## src/rtl/zest_spi_sched_pkg.sv

```systemverilog
// rtl/zest_spi_sched_pkg.sv - shared types and constants for the Zest P2 SPI scheduler
package zest_spi_pkg;

   typedef enum logic [2:0] {
      IDLE  = 3'd0,
      SETUP = 3'd1,
      SHIFT = 3'd2,
      HOLD  = 3'd3,
      LATCH = 3'd4,
      GAP   = 3'd5
   } state_e;

   localparam int TGT_U1  = 0;
   localparam int TGT_U2  = 1;
   localparam int TGT_U3  = 2;
   localparam int TGT_U4  = 3;
   localparam int LEN_MIN = 8;
   localparam int LEN_MAX = 32;

   function automatic logic [5:0] clamp_len(input logic [5:0] len);
      if (len < 6'(LEN_MIN)) return 6'(LEN_MIN);
      if (len > 6'(LEN_MAX)) return 6'(LEN_MAX);
      return len;
   endfunction

endpackage

```

## src/rtl/zest_spi_sched_if.sv

```systemverilog
// rtl/zest_spi_sched_if.sv - host-side request/response bundle of the SPI scheduler
interface zest_spi_sched_if #(
   parameter int NT      = 4,
   parameter int RD_BITS = 8
);
   localparam int IW = (NT > 1) ? $clog2(NT) : 1;

   logic [NT-1:0]      req;
   logic [NT-1:0]      req_rd;
   logic [NT*6-1:0]    req_len;
   logic [NT*32-1:0]   req_wdata;
   logic [NT-1:0]      ack;
   logic               done;
   logic [IW-1:0]      done_id;
   logic [RD_BITS-1:0] rdata;
   logic               busy;

   modport master (
      output req, req_rd, req_len, req_wdata,
      input  ack, done, done_id, rdata, busy
   );

   modport slave (
      input  req, req_rd, req_len, req_wdata,
      output ack, done, done_id, rdata, busy
   );
endinterface

```

## src/rtl/zest_spi_sched_rr_arb.sv

```systemverilog
// rtl/zest_spi_sched_rr_arb.sv - NT-wide round-robin arbiter, pointer moves past each grant
module zest_rr_arb
   import zest_spi_pkg::*;
#(
   parameter int NT = 4,
   parameter int IW = (NT > 1) ? $clog2(NT) : 1
) (
   input  logic          clk,
   input  logic          rst_n,
   input  logic [NT-1:0] i_req,
   input  logic          i_advance,
   output logic [NT-1:0] o_grant,
   output logic [IW-1:0] o_grant_idx,
   output logic          o_valid
);
   logic [IW-1:0] r_ptr;

   // Descending scan so the candidate closest to the pointer wins.
   always_comb begin
      o_valid     = 1'b0;
      o_grant_idx = '0;
      for (int k = NT - 1; k >= 0; k--) begin
         if (i_req[IW'((int'(r_ptr) + k) % NT)]) begin
            o_valid     = 1'b1;
            o_grant_idx = IW'((int'(r_ptr) + k) % NT);
         end
      end
      o_grant = o_valid ? (NT'(1) << o_grant_idx) : '0;
   end

   always_ff @(posedge clk or negedge rst_n) begin
      if (!rst_n) begin
         r_ptr <= '0;
      end else if (i_advance && o_valid) begin
         r_ptr <= (o_grant_idx == IW'(NT - 1)) ? '0 : o_grant_idx + 1'b1;
      end
   end
endmodule

```

## src/rtl/zest_spi_sched.sv

```systemverilog
// rtl/zest_spi_sched.sv - round-robin SPI frame sequencer for the Zest P2 config bus
// ZEST_SPI_LE_EN: target 0 framed by a uWire latch-enable pulse instead of chip select.
module zest_spi_sched
   import zest_spi_pkg::*;
#(
   parameter int NT      = 4,
   parameter int DIV     = 4,
   parameter int GAP     = 2,
   parameter int RD_BITS = 8
) (
   input  logic              clk,
   input  logic              rst_n,
   zest_spi_sched_if.slave   host,
   output logic [NT-1:0]     csb,
   output logic              sclk,
   output logic              sdo,
   input  logic              sdi,
   output logic              sdio_as_i
);
   localparam int IW = (NT > 1) ? $clog2(NT) : 1;

   localparam logic [2:0] ST_IDLE  = zest_spi_pkg::IDLE;
   localparam logic [2:0] ST_SETUP = zest_spi_pkg::SETUP;
   localparam logic [2:0] ST_SHIFT = zest_spi_pkg::SHIFT;
   localparam logic [2:0] ST_HOLD  = zest_spi_pkg::HOLD;
   localparam logic [2:0] ST_GAP   = zest_spi_pkg::GAP;
`ifdef ZEST_SPI_LE_EN
   localparam logic [2:0] ST_LATCH = zest_spi_pkg::LATCH;
   localparam logic [NT-1:0] LE_MASK = NT'(1);
`else
   localparam logic [NT-1:0] LE_MASK = '0;
`endif
   // LE line on target 0 idles low; every real chip select idles high.
   localparam logic [NT-1:0] CSB_IDLE = ~LE_MASK;
   localparam logic [7:0] DIV_LAST = 8'(DIV - 1);
   localparam logic [7:0] GAP_LAST = 8'(GAP - 1);
   localparam logic [5:0] RD_LEN   = 6'(RD_BITS);

   logic [2:0]         r_state;
   logic [7:0]         r_cnt;
   logic [IW-1:0]      r_id;
   logic               r_rd;
   logic [5:0]         r_bits;
   logic [30:0]        r_wdata;
   logic [RD_BITS-1:0] r_sr;
   logic [NT-1:0]      r_csb;
   logic               r_sclk;
   logic               r_sdo;
   logic               r_sdio;
   logic [NT-1:0]      r_ack;
   logic               r_done;
   logic [IW-1:0]      r_done_id;
   logic [RD_BITS-1:0] r_rdata;
   logic               r_busy;

   logic [NT-1:0] w_grant;
   logic [IW-1:0] w_gidx;
   logic          w_gvalid;
   logic          w_advance;
   logic [5:0]    w_len;
   logic          w_rd;
   logic [31:0]   w_wdata;
   logic          w_last;
   logic          w_rd_now;

   zest_rr_arb #(.NT(NT), .IW(IW)) u_arb (
      .clk         (clk),
      .rst_n       (rst_n),
      .i_req       (host.req),
      .i_advance   (w_advance),
      .o_grant     (w_grant),
      .o_grant_idx (w_gidx),
      .o_valid     (w_gvalid)
   );

   assign w_advance = (r_state == ST_IDLE);
   assign w_len     = zest_spi_pkg::clamp_len(host.req_len[w_gidx*6 +: 6]);
   assign w_rd      = host.req_rd[w_gidx] & ~LE_MASK[w_gidx];
   assign w_wdata   = host.req_wdata[w_gidx*32 +: 32];
   assign w_last    = (r_cnt == DIV_LAST);
   // A read of exactly RD_BITS has no write phase: turn SDIO around at CSB fall.
   assign w_rd_now  = w_rd && (w_len == RD_LEN);

   always_ff @(posedge clk or negedge rst_n) begin
      if (!rst_n) begin
         r_state   <= ST_IDLE;
         r_cnt     <= '0;
         r_id      <= '0;
         r_rd      <= 1'b0;
         r_bits    <= '0;
         r_wdata   <= '0;
         r_sr      <= '0;
         r_csb     <= CSB_IDLE;
         r_sclk    <= 1'b0;
         r_sdo     <= 1'b0;
         r_sdio    <= 1'b0;
         r_ack     <= '0;
         r_done    <= 1'b0;
         r_done_id <= '0;
         r_rdata   <= '0;
         r_busy    <= 1'b0;
      end else begin
         r_ack  <= '0;
         r_done <= 1'b0;
         case (r_state)
            ST_IDLE: begin
               if (w_gvalid) begin
                  r_ack   <= w_grant;
                  r_id    <= w_gidx;
                  r_rd    <= w_rd;
                  r_bits  <= w_len;
                  r_wdata <= w_wdata[30:0];
                  r_csb   <= CSB_IDLE & ~(w_grant & ~LE_MASK);
                  r_sdio  <= w_rd_now;
                  r_sdo   <= w_wdata[31] & ~w_rd_now;
                  r_busy  <= 1'b1;
                  r_cnt   <= '0;
                  r_state <= ST_SETUP;
               end
            end
            ST_SETUP: begin
               if (w_last) begin
                  r_cnt   <= '0;
                  r_state <= ST_SHIFT;
               end else begin
                  r_cnt <= r_cnt + 1'b1;
               end
            end
            ST_SHIFT: begin
               if (!w_last) begin
                  r_cnt <= r_cnt + 1'b1;
               end else begin
                  r_cnt <= '0;
                  if (!r_sclk) begin
                     r_sclk <= 1'b1;
                     r_sr   <= {r_sr[RD_BITS-2:0], sdi};
                  end else begin
                     r_sclk  <= 1'b0;
                     r_bits  <= r_bits - 6'd1;
                     r_wdata <= {r_wdata[29:0], 1'b0};
                     if (r_bits == 6'd1) begin
                        r_sdo   <= 1'b0;
                        r_state <= ST_HOLD;
                     end else if (r_rd && ((r_bits - 6'd1) == RD_LEN)) begin
                        r_sdio <= 1'b1;
                        r_sdo  <= 1'b0;
                     end else begin
                        r_sdo <= r_wdata[30] & ~r_sdio;
                     end
                  end
               end
            end
            ST_HOLD: begin
               if (!w_last) begin
                  r_cnt <= r_cnt + 1'b1;
               end else begin
                  r_cnt     <= '0;
                  r_csb     <= CSB_IDLE;
                  r_sdio    <= 1'b0;
                  r_done    <= 1'b1;
                  r_done_id <= r_id;
                  if (r_rd) r_rdata <= r_sr;
`ifdef ZEST_SPI_LE_EN
                  if (r_id == '0) begin
                     r_csb   <= CSB_IDLE | LE_MASK;
                     r_state <= ST_LATCH;
                  end else begin
                     r_state <= ST_GAP;
                  end
`else
                  r_state <= ST_GAP;
`endif
               end
            end
`ifdef ZEST_SPI_LE_EN
            ST_LATCH: begin
               if (!w_last) begin
                  r_cnt <= r_cnt + 1'b1;
               end else begin
                  r_cnt   <= '0;
                  r_csb   <= CSB_IDLE;
                  r_state <= ST_GAP;
               end
            end
`endif
            ST_GAP: begin
               if (r_cnt == GAP_LAST) begin
                  r_cnt   <= '0;
                  r_busy  <= 1'b0;
                  r_state <= ST_IDLE;
               end else begin
                  r_cnt <= r_cnt + 1'b1;
               end
            end
            default: r_state <= ST_IDLE;
         endcase
      end
   end

   assign host.ack     = r_ack;
   assign host.done    = r_done;
   assign host.done_id = r_done_id;
   assign host.rdata   = r_rdata;
   assign host.busy    = r_busy;
   assign csb          = r_csb;
   assign sclk         = r_sclk;
   assign sdo          = r_sdo;
   assign sdio_as_i    = r_sdio;
endmodule

```

## src/flat_wrapper.sv

```systemverilog
// flat-port wrapper written by rule: the top's interface ports become plain ports
module zest_spi_sched_flat import zest_spi_pkg::*;
#(
   parameter int NT      = 4,
   parameter int DIV     = 4,
   parameter int GAP     = 2,
   parameter int RD_BITS = 8
)
  (clk, rst_n, csb, sclk, sdo, sdi, sdio_as_i, host_req, host_req_rd, host_req_len, host_req_wdata, host_ack, host_done, host_done_id, host_rdata, host_busy);
  zest_spi_sched_if #(.NT(NT), .RD_BITS(RD_BITS)) host_i ();
  input  logic clk;
  input  logic rst_n;
  output logic [NT-1:0] csb;
  output logic sclk;
  output logic sdo;
  input  logic sdi;
  output logic sdio_as_i;
  input wire logic [$bits(host_i.req)-1:0] host_req;
  input wire logic [$bits(host_i.req_rd)-1:0] host_req_rd;
  input wire logic [$bits(host_i.req_len)-1:0] host_req_len;
  input wire logic [$bits(host_i.req_wdata)-1:0] host_req_wdata;
  output wire logic [$bits(host_i.ack)-1:0] host_ack;
  output wire logic [$bits(host_i.done)-1:0] host_done;
  output wire logic [$bits(host_i.done_id)-1:0] host_done_id;
  output wire logic [$bits(host_i.rdata)-1:0] host_rdata;
  output wire logic [$bits(host_i.busy)-1:0] host_busy;
  assign host_i.req = host_req;
  assign host_i.req_rd = host_req_rd;
  assign host_i.req_len = host_req_len;
  assign host_i.req_wdata = host_req_wdata;
  assign host_ack = host_i.ack;
  assign host_done = host_i.done;
  assign host_done_id = host_i.done_id;
  assign host_rdata = host_i.rdata;
  assign host_busy = host_i.busy;
  zest_spi_sched #(.NT(NT), .DIV(DIV), .GAP(GAP), .RD_BITS(RD_BITS)) u_core (.clk(clk), .rst_n(rst_n), .host(host_i), .csb(csb), .sclk(sclk), .sdo(sdo), .sdi(sdi), .sdio_as_i(sdio_as_i));
endmodule
```

## config.mk

```make
export PLATFORM = sky130hd
export DESIGN_NAME = zest_spi_sched_flat
export DESIGN_NICKNAME = d
export VERILOG_FILES = /design/src/rtl/zest_spi_sched_pkg.sv /design/src/rtl/zest_spi_sched_if.sv /design/src/rtl/zest_spi_sched_rr_arb.sv /design/src/rtl/zest_spi_sched.sv /design/src/flat_wrapper.sv
export SDC_FILE = /design/constraint.sdc
export NUM_CORES = 1
export LEC_CHECK = 0
export ABC_AREA = 1
export CELL_PAD_IN_SITES_DETAIL_PLACEMENT = 1
export CELL_PAD_IN_SITES_GLOBAL_PLACEMENT = 1
export CORE_MARGIN = 2
export CORE_UTILIZATION = 35
export DETAILED_ROUTE_END_ITERATION = 16
export PLACE_DENSITY_LB_ADDON = 0.1
export REMOVE_ABC_BUFFERS = 1
export SLEW_MARGIN = 25
export SYNTH_ARGS = -nofsm -noshare
export SYNTH_HDL_FRONTEND = slang
export SYNTH_HIERARCHICAL = 1
export SYNTH_SLANG_ARGS = --single-unit
```

## constraint.sdc

```tcl
create_clock -name clk -period 4.05 [get_ports clk]
set_input_delay 0.81 -clock clk [delete_from_list [all_inputs] [get_ports clk]]
set_output_delay 0.81 -clock clk [all_outputs]
set_load 0.01 [all_outputs]
```

Yosys cells after proc, flatten, opt, wreduce, memory -nomap -nowiden
Index checks and enable logic that the tools add are counted.
{"block": "classes", "n_mux": 77, "magnitude_cmp": 7, "n_shift": 3, "mul": 1, "n_eq_ne": 19, "bitwise_logic": 8, "reduce_logical": 21, "n_addsub": 6}
{"op": "$shiftx A128 B8 Y32", "count": 1}
{"op": "$mux W31", "count": 3}
{"op": "$pmux W31 S2", "count": 1}
{"op": "$mux W6", "count": 7}
{"op": "$mux W1", "count": 33}
{"op": "$mux W8", "count": 3}
{"op": "$pmux W8 S3", "count": 1}
{"op": "$shiftx A24 B6 Y6", "count": 1}
{"op": "$mux W3", "count": 7}
{"op": "$mux W4", "count": 5}
{"op": "$lt A2 B4 Y1 const B", "count": 4}
{"op": "$ne A2 B1 Y1 const B", "count": 8}
{"op": "$pmux W3 S5", "count": 1}
{"op": "$reduce_and A7 Y1", "count": 2}
{"op": "$bmux W1 S2", "count": 6}
{"op": "$eq A6 B4 Y1 const B", "count": 2}
{"op": "$pmux W6 S2", "count": 1}
{"op": "$reduce_and A3 Y1", "count": 4}
{"op": "$mux W2", "count": 5}
{"op": "$add A8 B1 Y8 const B", "count": 1}
{"op": "$eq A8 B1 Y1 const B", "count": 1}
{"op": "$eq A8 B2 Y1 const B", "count": 1}
{"op": "$pmux W4 S2", "count": 1}
{"op": "$reduce_and A2 Y1", "count": 4}
{"op": "25 further kinds", "count": 39}
{"block": "word_totals", "elab_cells": 159, "reg_bits": 84, "output_inout_bits": 23, "in_bits": 163}

Depth between registers and ports, before layout
Gate-level depths: netlist of run 1.
{"block": "depth", "depth_word": 21, "mapped_depth": 25, "ltp_nobuf": 22}

Cells and area by module
The synthesis of run 1 kept the hierarchy.
{"module": "zest_spi_sched", "cells_each": 692, "instances": 1, "area_per_inst_um2": 5067.4, "seq_area_each_um2": 2057.0}
{"module": "zest_rr_arb", "cells_each": 74, "instances": 1, "area_per_inst_um2": 450.4, "seq_area_each_um2": 50.0}

Worst setup path after synthesis of run 1
No wires, ideal clock.
{"block": "synth_timing", "kind": "input to register", "from": "in host_req[2]", "to": "reg u_core.r_wdata[28]", "setup_time_ps": 130, "t_required_ps": 3920, "path_buffers": 4, "slack_ps": 1377, "arrival_ps": 2543, "stages": 16, "path_cell_list": "nand2_1 > nand2_2 > nand2_1 > nand2_2 > o21ai_0 > nand2_1 > nand2_1 > inv_1 > buf_4 > buf_2 > buf_2 > buf_2 > o21ai_0 > o22ai_1 > o211ai_1 > o21ai_0"}
{"block": "synth_via", "elab_chain_cells": 10, "word_cells_on_any_way": 25, "cone_classes": "eq/ne (1); shift (1); mux (22); reduce/logical (1)"}
{"element": "start: declaration", "line_no": "flat_wrapper.sv:18", "rtl": "input wire logic [$bits(host_i.req)-1:0] host_req;"}
{"element": "$bmux W1 S2", "line_no": "zest_spi_sched_rr_arb.sv:23", "rtl": "if (i_req[IW'((int'(r_ptr) + k) % NT)]) begin"}
{"element": "$mux W1 (implied by the code) (2 in a row)", "line_no": "zest_spi_sched_rr_arb.sv:23"}
{"element": "$mux W2 (3 in a row)", "line_no": "zest_spi_sched_rr_arb.sv:23"}
{"element": "$mux W2 (*)", "line_no": "zest_spi_sched_rr_arb.sv:23"}
{"element": "named net u_core.w_gidx[0]", "line_no": "zest_spi_sched.sv:57", "rtl": "logic [IW-1:0] w_gidx;"}
{"element": "$shiftx A128 B8 Y32 (*)", "line_no": "zest_spi_sched.sv:79", "rtl": "assign w_wdata = host.req_wdata[w_gidx*32 +: 32];"}
{"element": "$mux W31 (*)", "line_no": "zest_spi_sched.sv:107", "rtl": "if (w_gvalid) begin"}
{"element": "$pmux W31 S2 (*)", "line_no": "zest_spi_sched.sv:105", "rtl": "case (r_state)"}
{"element": "end signal: assignment", "line_no": "zest_spi_sched.sv:112", "rtl": "r_wdata <= w_wdata[30:0];"}
{"element": "end signal: assignment", "line_no": "zest_spi_sched.sv:140", "rtl": "r_wdata <= {r_wdata[29:0], 1'b0};"}
{"element": "end: declaration", "line_no": "zest_spi_sched.sv:44", "rtl": "logic [30:0] r_wdata;"}
Mark *: on every way through the listed nets, which the timed path passes. The rest lies on a longest branch. The select of a mux whose other input is x is not followed.
A chain may end at the register's enable or synchronous reset.

Final worst setup path of run 1
{"block": "layout_timing", "from": "in host_req[1]", "to": "reg u_core.r_sdio (netlist: u_core/sdio_as_i)"}
{"block": "layout_via", "elab_chain_cells": 18, "word_cells_on_any_way": 42, "cone_classes": "mul (1); order compare (2); eq/ne (2); shift (1); mux (32); bitwise (2); reduce/logical (2)"}
{"element": "$bmux W1 S2", "line_no": "zest_spi_sched_rr_arb.sv:23"}
{"element": "$mux W1 (implied by the code) (2 in a row)", "line_no": "zest_spi_sched_rr_arb.sv:23"}
{"element": "$mux W2 (3 in a row)", "line_no": "zest_spi_sched_rr_arb.sv:23"}
{"element": "$mux W2 (*)", "line_no": "zest_spi_sched_rr_arb.sv:23"}
{"element": "named net u_core.w_gidx[1]", "line_no": "zest_spi_sched.sv:57"}
{"element": "$mul A2 B2 Y4", "line_no": "zest_spi_sched.sv:77", "rtl": "assign w_len = zest_spi_pkg::clamp_len(host.req_len[w_gidx*6 +: 6]);"}
{"element": "$shiftx A24 B6 Y6", "line_no": "zest_spi_sched.sv:77"}
{"element": "$gt A6 B6 Y1", "line_no": "zest_spi_sched_pkg.sv:22", "rtl": "if (len > 6'(LEN_MAX)) return 6'(LEN_MAX);"}
{"element": "$mux W1 (2 in a row)", "line_no": "zest_spi_sched_pkg.sv:22"}
{"element": "$mux W6", "line_no": "zest_spi_sched_pkg.sv:23", "rtl": "return len;"}
{"element": "$mux W6", "line_no": "zest_spi_sched_pkg.sv:22"}
{"element": "$eq A6 B4 Y1", "line_no": "zest_spi_sched.sv:82", "rtl": "assign w_rd_now = w_rd && (w_len == RD_LEN);"}
{"element": "$logic_and A1 B1 Y1 (*)", "line_no": "zest_spi_sched.sv:82"}
{"element": "$mux W1 (*)", "line_no": "zest_spi_sched.sv:107"}
{"element": "$pmux W1 S3 (*)", "line_no": "zest_spi_sched.sv:105"}
{"element": "end signal: assignment", "line_no": "zest_spi_sched.sv:114", "rtl": "r_sdio <= w_rd_now;"}
{"element": "end: declaration", "line_no": "zest_spi_sched.sv:49", "rtl": "logic r_sdio;"}
Marked as above.

==> results of run 1 <==
per-layer routing:
layer	up-vias	part of all wire
li1	2844	-
met1	2762	0.43
met2	135	0.51
met3	19	0.046
met4	0	0.014
met5	-	0
cell families (layout without fill, tap and decap cells):
| kind of cell | count (synthesis) | in the layout |
|---|---|---|
| XOR/XNOR | 5 | 5 |
| AO/OA/AOI/OAI | 213 | 213 |
| adder cells (fa/ha/maj) | 8 | 8 |
| AND/OR/NAND/NOR | 317 | 317 |
| multiplexers | 3 | 3 |
| buffers and inverters | 136 | 304 |
| flip-flops | 84 | 84 |
state kept, by name, indices dropped and copies added (netlist names):
signal	flops
u_core/r_wdata	31
u_core/host.rdata	8
u_core/r_cnt	8
u_core/r_sr	8
u_core/r_bits	6
u_core/csb	4
u_core/host.ack	4
u_core/r_state	3
u_core/host.done_id	2
u_core/r_id	2
u_core/u_arb/r_ptr	2
u_core/host.busy	1
u_core/host.done	1
u_core/r_rd	1
u_core/sclk	1
u_core/sdio_as_i	1
u_core/sdo	1
layout make-up:
| type | count | share of cell area |
|---|---|---|
| clock buffer | 14 | 0.0365 |
| clock inverter | 1 | 0.000642 |
| inverter | 94 | 0.0463 |
| multi-input combinational | 546 | 0.365 |
| sequential | 84 | 0.270 |
| tap | 211 | 0.0339 |
| timing repair buffer | 195 | 0.247 |
critical path: cells and delay by family:
kind	cells	cell delay, ns
AO/OA/AOI/OAI	3	0.77
buffers and inverters	3	0.94
AND/OR/NAND/NOR	10	1.02
final timing paths:
kind	from	end	slack (ns)	depth (start not counted)
max in group asynchronous	rst_n	u_core/r_wdata[13]	2.64	2
worst min-delay path	u_core/csb[2]	u_core/csb[2]	0.47	2
worst max register to register	u_core/u_arb/r_ptr[0]	u_core/r_wdata[5]	1.05	15
worst max-delay path	host_req[1]	u_core/sdio_as_i	0.72	16
worst min register to register	u_core/csb[2]	u_core/csb[2]	0.47	2
min in group asynchronous	rst_n	u_core/r_wdata[10]	0.57	1
placed cells by master, fill, tap and decap left out, types with 2 or more instances in the layout:
master,instances
buf_4,11
clkdlybuf4s50_1,184
mux2_2,2
a22oi_1,2
a31oi_1,2
o21ai_1,7
o21ai_0,107
o21ai_2,10
nand4_1,4
nand3_1,34
inv_2,7
nand2_4,4
a21oi_1,17
ha_1,8
nand2_1,153
nor2_4,2
clkbuf_8,4
o211ai_1,19
o211ai_2,10
dfstp_2,4
xor2_1,4
nor2_1,97
o22ai_1,34
nand2_2,16
inv_1,86
dfrtp_1,80
clkbuf_16,9
nor3_1,3
per-stage QoR:
stage | TNS, ns | utilization | cell area, um^2
3_5_place_dp | 0 | 0.490 | 7500
6_report | 0 | 0.509 | 7790
3_3_place_gp | 0 | 0.490 | 7500
2_1_floorplan | -1.14 | - | 5300
5_1_grt | 0 | 0.509 | 7790
4_1_cts | 0 | 0.509 | 7790
power groups by stage:
stage,sequential [uW],combinational (uW),clock [uW]
after global placement,1360,4590,0
after CTS,1370,4860,826
after floorplan,1360,3220,0
after detailed placement,1380,4810,0
after global routing,1410,5460,855
final,1370,4810,799
==> impl_metrics.toml, run 1 <==
[global_route]
grt_busiest_layer = "met2"
met3_usage = 0.0458
use_met2 = 0.419
use_met1 = 0.276
grt_pass1_vias = 6274
grt_pass1_wl_um = 30700
grt_max_degree = 69
track_usage = 0.230
grt-ovfl-total = 0
antenna_found_initial = 0

[timing]
timing.fmax_mhz = 301
fin_ws_ns = 0.724
whs_ns = 0.474
maxSlewViolCount = 0
worst_slew_pin_slew_ns = 0.860
period_share = 0.821
hold_violations = 0
rsz0062_at_grt = "false"
relSlewSlack = 0.427
min_period_ns = 3.33
fin_skew_ns = 0.00512
finalSetupViolations = 0

[clocking]
numCtsBuffers = 9
cts_buffer_depth = 2
path_clk_slew_ns = 0.06
worstSkewPairLatency_ns = 0.34
cts_root_buf = "clkbuf_16"
cts_tree = "done"
ctsResizeCount = 0
post-cts-setup-buffers = 0
postCtsHoldBufs = 0
h-tree-depth = 3
cts_sinks = 84

[routing]
drc = 0
wl_per_cell_um = 16.0
drtIter0Drc = 198
routed_wirelength_um = 18300
vias = 5760
firstDrtPassIters = 4
drt-vias-per-instance = 5.03
detail-route-antenna-nets = 0

[synth]
synth_cell_types = 40
synth_top_cell_area_share = 0.363
yosys-top-cells-count = "nand2_1 (153), o21ai_0 (107), nor2_1 (97)"
muxShareOfSynthArea = 0.00590
ys_seq_elements = 84
ys_top_cells_by_area = "dfrtp_1 (36%), nand2_1 (10%), o21ai_0 (9.7%)"
yosys.cell_count.top_type = "nand2_1"
synthArstFlopShare = 1.00
synth_xor_xnor_area_share = 0.00794
ys.flop_type = "dfrtp_1"
syn_avg_cell_area_um2 = 7.20
synth_top_area_cell = "dfrtp_1"
yosysWarnings = 6
yosys.area_share.simple = 0.245
synth_compound_area_frac = 0.236
synthesis.instances = 766
synthAdderAreaFrac = 0.0181
ys_seq_area_frac = 0.382
synth_top_family_by_area = "simple AND/OR/NAND/NOR gates"
synth-edff-count = 0
synthesis.area_um2 = 5520

[pwr]
pwr-share-seq = 0.196
total_power_uw = 6980
p_comb_frac = 0.690
ir_drop_v = 0.000415
leakagePower_uw = 0.00342
clock_power_share = 0.114
p_per_area_nw_per_um2 = 896
switching_share = 0.527
p_int_uw = 3300
power_switching_uw = 3680

[die]
die_w_um = 130
io-pin-count = 186
initial_core_util = 0.360
fp-row-count = 45
die-area_um2 = 16800
die-height_um = 130
core_area_um2 = 15300

[placed_design]
routabilityCongestion = 0.804
port_buffers = 185
place_ws_ns = 0.425
dp_hpwl_um = 13800
dp.cells = 1130

[critical_path]
crit_fanout = 13
crit_arrival_ns = 3.56
critPathSlowestCell = "clkdlybuf4s50_1"
cpMostUsedCell = "nand2_1"
required_ns = 4.28
path_cells = "clkdlybuf4s50_1, inv_1, nand2_1, nand2_2, o21ai_0, a31oi_4, inv_1, nand3_1, nand2_1, nand2_1, o21bai_1, nand2_1, nand3_1, nand2_1, nand2_1, nand2_1"
slowest_delay_ns = 0.50
criticalPathCategory = "input pin to register"
crit_path_start_kind = "input pin"
cp-end-kind = "register"

[min_path]
hp-class = "register to register"

[outcome]
outcome = "finished, final reports clean"

[flow_run]
maxCapViolCount = 0

[cells_and_area]
drive_gt1_frac = 0.0910
areaGrowthSynthToFinish_pct = 41.2
multi_input_area_um2 = 2850
num-nets-final = 1101
fillers = 1908
seq_area_um2 = 2110
antenna_cells = 0
final_cells = 1145
No activity file was read; power rests on OpenSTA's default activity.
==> run 2, diff against run 1 <==
--- a/config.mk
+++ b/config.mk
@@ -9,7 +9,7 @@
 export CELL_PAD_IN_SITES_DETAIL_PLACEMENT = 1
 export CELL_PAD_IN_SITES_GLOBAL_PLACEMENT = 1
 export CORE_MARGIN = 2
-export CORE_UTILIZATION = 35
+export CORE_UTILIZATION = 29
 export DETAILED_ROUTE_END_ITERATION = 16
 export PLACE_DENSITY_LB_ADDON = 0.1
 export REMOVE_ABC_BUFFERS = 1
==> constraint.sdc (replaced) <==
create_clock -name clk -period 2.9 [get_ports clk]
set_input_delay 0.58 -clock clk [delete_from_list [all_inputs] [get_ports clk]]
set_output_delay 0.58 -clock clk [all_outputs]
set_load 0.01 [all_outputs]
==> run 2 against run 1 <==
Clock power is 56% higher. Sequential power is 38% higher. Highest routed layer unchanged. Non-clock buffer count is 27 higher.
==> impl_metrics.toml, run 2 (same netlist as run 1, synthesis figures left out) <==
[global_route]
antenna_found_initial = 1
grt_max_degree = 66
grt_pass1_vias = 6403
grt_pass1_wl_um = 31000
track_usage = 0.193
grt-ovfl-total = 0

[cells_and_area]
final_common_cell = "clkdlybuf4s50_1"
areaGrowthSynthToFinish_pct = 48.0
final_cell_mix = "clkdlybuf4s50_1 (184), nand2_1 (150), o21ai_0 (107)"
fin_area_um2 = 8170
largest_reg_flops = 31
num-nets-final = 1128
drive_gt1_frac = 0.122
top_register = "u_core/r_wdata"

[routing]
drt-vias-per-instance = 4.86
wl_per_cell_um = 15.7
firstDrtPassIters = 4
drc = 0
highest_layer = "met4"
routed_wirelength_um = 18800
wl_met1_um = 7890
detail-route-antenna-nets = 0
drtIter0Drc = 256
met2WireLength_um = 9450
vias = 5819
wl_met3_um = 1090

[die]
die-area_um2 = 20100
die_w_um = 142
io-pin-count = 186
die-height_um = 142
core_area_um2 = 18700
initial_core_util = 0.295
fp-row-count = 50

[clocking]
postCtsHoldBufs = 0
path_clk_slew_ns = 0.06
numCtsBuffers = 9
cts_sinks = 84
cts_buffer_depth = 2
cts_root_buf = "clkbuf_16"
h-tree-depth = 3
worstSkewPairLatency_ns = 0.35
cts_tree = "done"

[critical_path]
crit_arrival_ns = 2.88
crit_fanout = 13
r2r_cells = 19
cp-end-kind = "register"
criticalPathCategory = "input pin to register"
required_ns = 3.13
crit_path_start_kind = "input pin"

[placed_design]
dp_hpwl_um = 14900
routabilityCongestion = 0.801
port_buffers = 185
place_area_um2 = 7800

[timing]
timing.fmax_mhz = 377
fin_skew_ns = 0.00638
hold_violations = 0
finalSetupViolations = 0
period_share = 0.915
maxSlewViolCount = 0
min_period_ns = 2.65
worst_slew_pin_slew_ns = 0.719
relSlewSlack = 0.521

[pwr]
ir_drop_v = 0.000632
total_power_uw = 10700
leakagePower_uw = 0.00359
p_per_area_nw_per_um2 = 1310

[outcome]
outcome = "finished, final reports clean"

[min_path]
hp-class = "input pin to async pin"

[flow_run]
maxCapViolCount = 0
-- run 2: changes by cell type in the layout (fill, tap and decap cells not counted), moves of 3 or more --
| cell | previous run | this run |
|---|---|---|
| buf_12 | 0 | 6 |
| buf_4 | 11 | 29 |
| clkbuf_8 | 4 | 1 |
| nand2_1 | 153 | 150 |
| nand2_2 | 16 | 19 |
-- run 2: worst paths after layout --
check	to	start	slack (ns)
worst max-delay path	u_core/sdo	host_req[1]	0.25
worst min-delay path	u_core/r_wdata[10]	rst_n	0.22
worst max register to register	u_core/sdo	u_core/u_arb/r_ptr[0]	0.31
worst min register to register	u_core/csb[1]	u_core/csb[1]	0.47
max in group asynchronous	u_core/csb[0]	rst_n	1.99
min in group clk	u_core/csb[1]	u_core/csb[1]	0.47
-- run 2: metrics by stage --
stage / TNS, ns / cells / util / hold slack [ns] / setup slack [ns]
2_1_floorplan: -37.70 / 724 / - / 0.284 / -1.18
3_3_place_gp: -1.08 / 1179 / 0.417 / 0.455 / -0.145
5_1_grt: -0.0423 / 1197 / 0.437 / 0.268 / -0.0382
6_report: 0 / 1197 / 0.437 / 0.223 / 0.246
3_5_place_dp: -2.81 / 1179 / 0.417 / 0.457 / -0.222
4_1_cts: 0 / 1195 / 0.434 / 0.245 / 0.134
-- run 2: final cells by class --
type                            count  area (um^2)
Clock inverter                      4         72.6
Clock buffer                       12          246
Fill cell                        2274        10500
Timing Repair Buffer              222         2220
Multi-Input combinational cell    546         2860
Inverter                           94          365
Antenna cell                        1         2.50
Tap cell                          234          293
Sequential cell                    84         2110
-- run 2: routing by layer --
layer / track usage / vias to the layer above
met2: 0.350 / 130
met4: 0.0616 / 0
met1: 0.221 / 2759
li1: - / 2905
met5: 0 / -
met3: 0.0545 / 25
-- run 2: power breakdown --
group	internal, uW	switching (uW)	total [uW]	leakage (uW)
combinational	3010	4530	7540	0.00237
clock	777	473	1250	0.000153
sequential	1660	233	1890	0.00106
total	5450	5240	10700	0.00359
-- run 2: worst max-delay path, stage by stage --
cell and delay, ns:
clkdlybuf4s50_1 0.43, inv_1 0.07, nand2_1 0.07, nand2_2 0.13
o21ai_0 0.09, buf_4 0.15, a31oi_4 0.21, buf_4 0.26
nand3_1 0.12, nand2_1 0.15, nand2_1 0.12, buf_4 0.16
o211ai_1 0.08, nand3_1 0.12, nand2_1 0.08, a21oi_1 0.06
-- run 2: repair_timing --
item | in CTS | in global routing
buffers inserted | 0 | 1
setup endpoints to repair | 0 | 11
gates resized for setup | 0 | 11
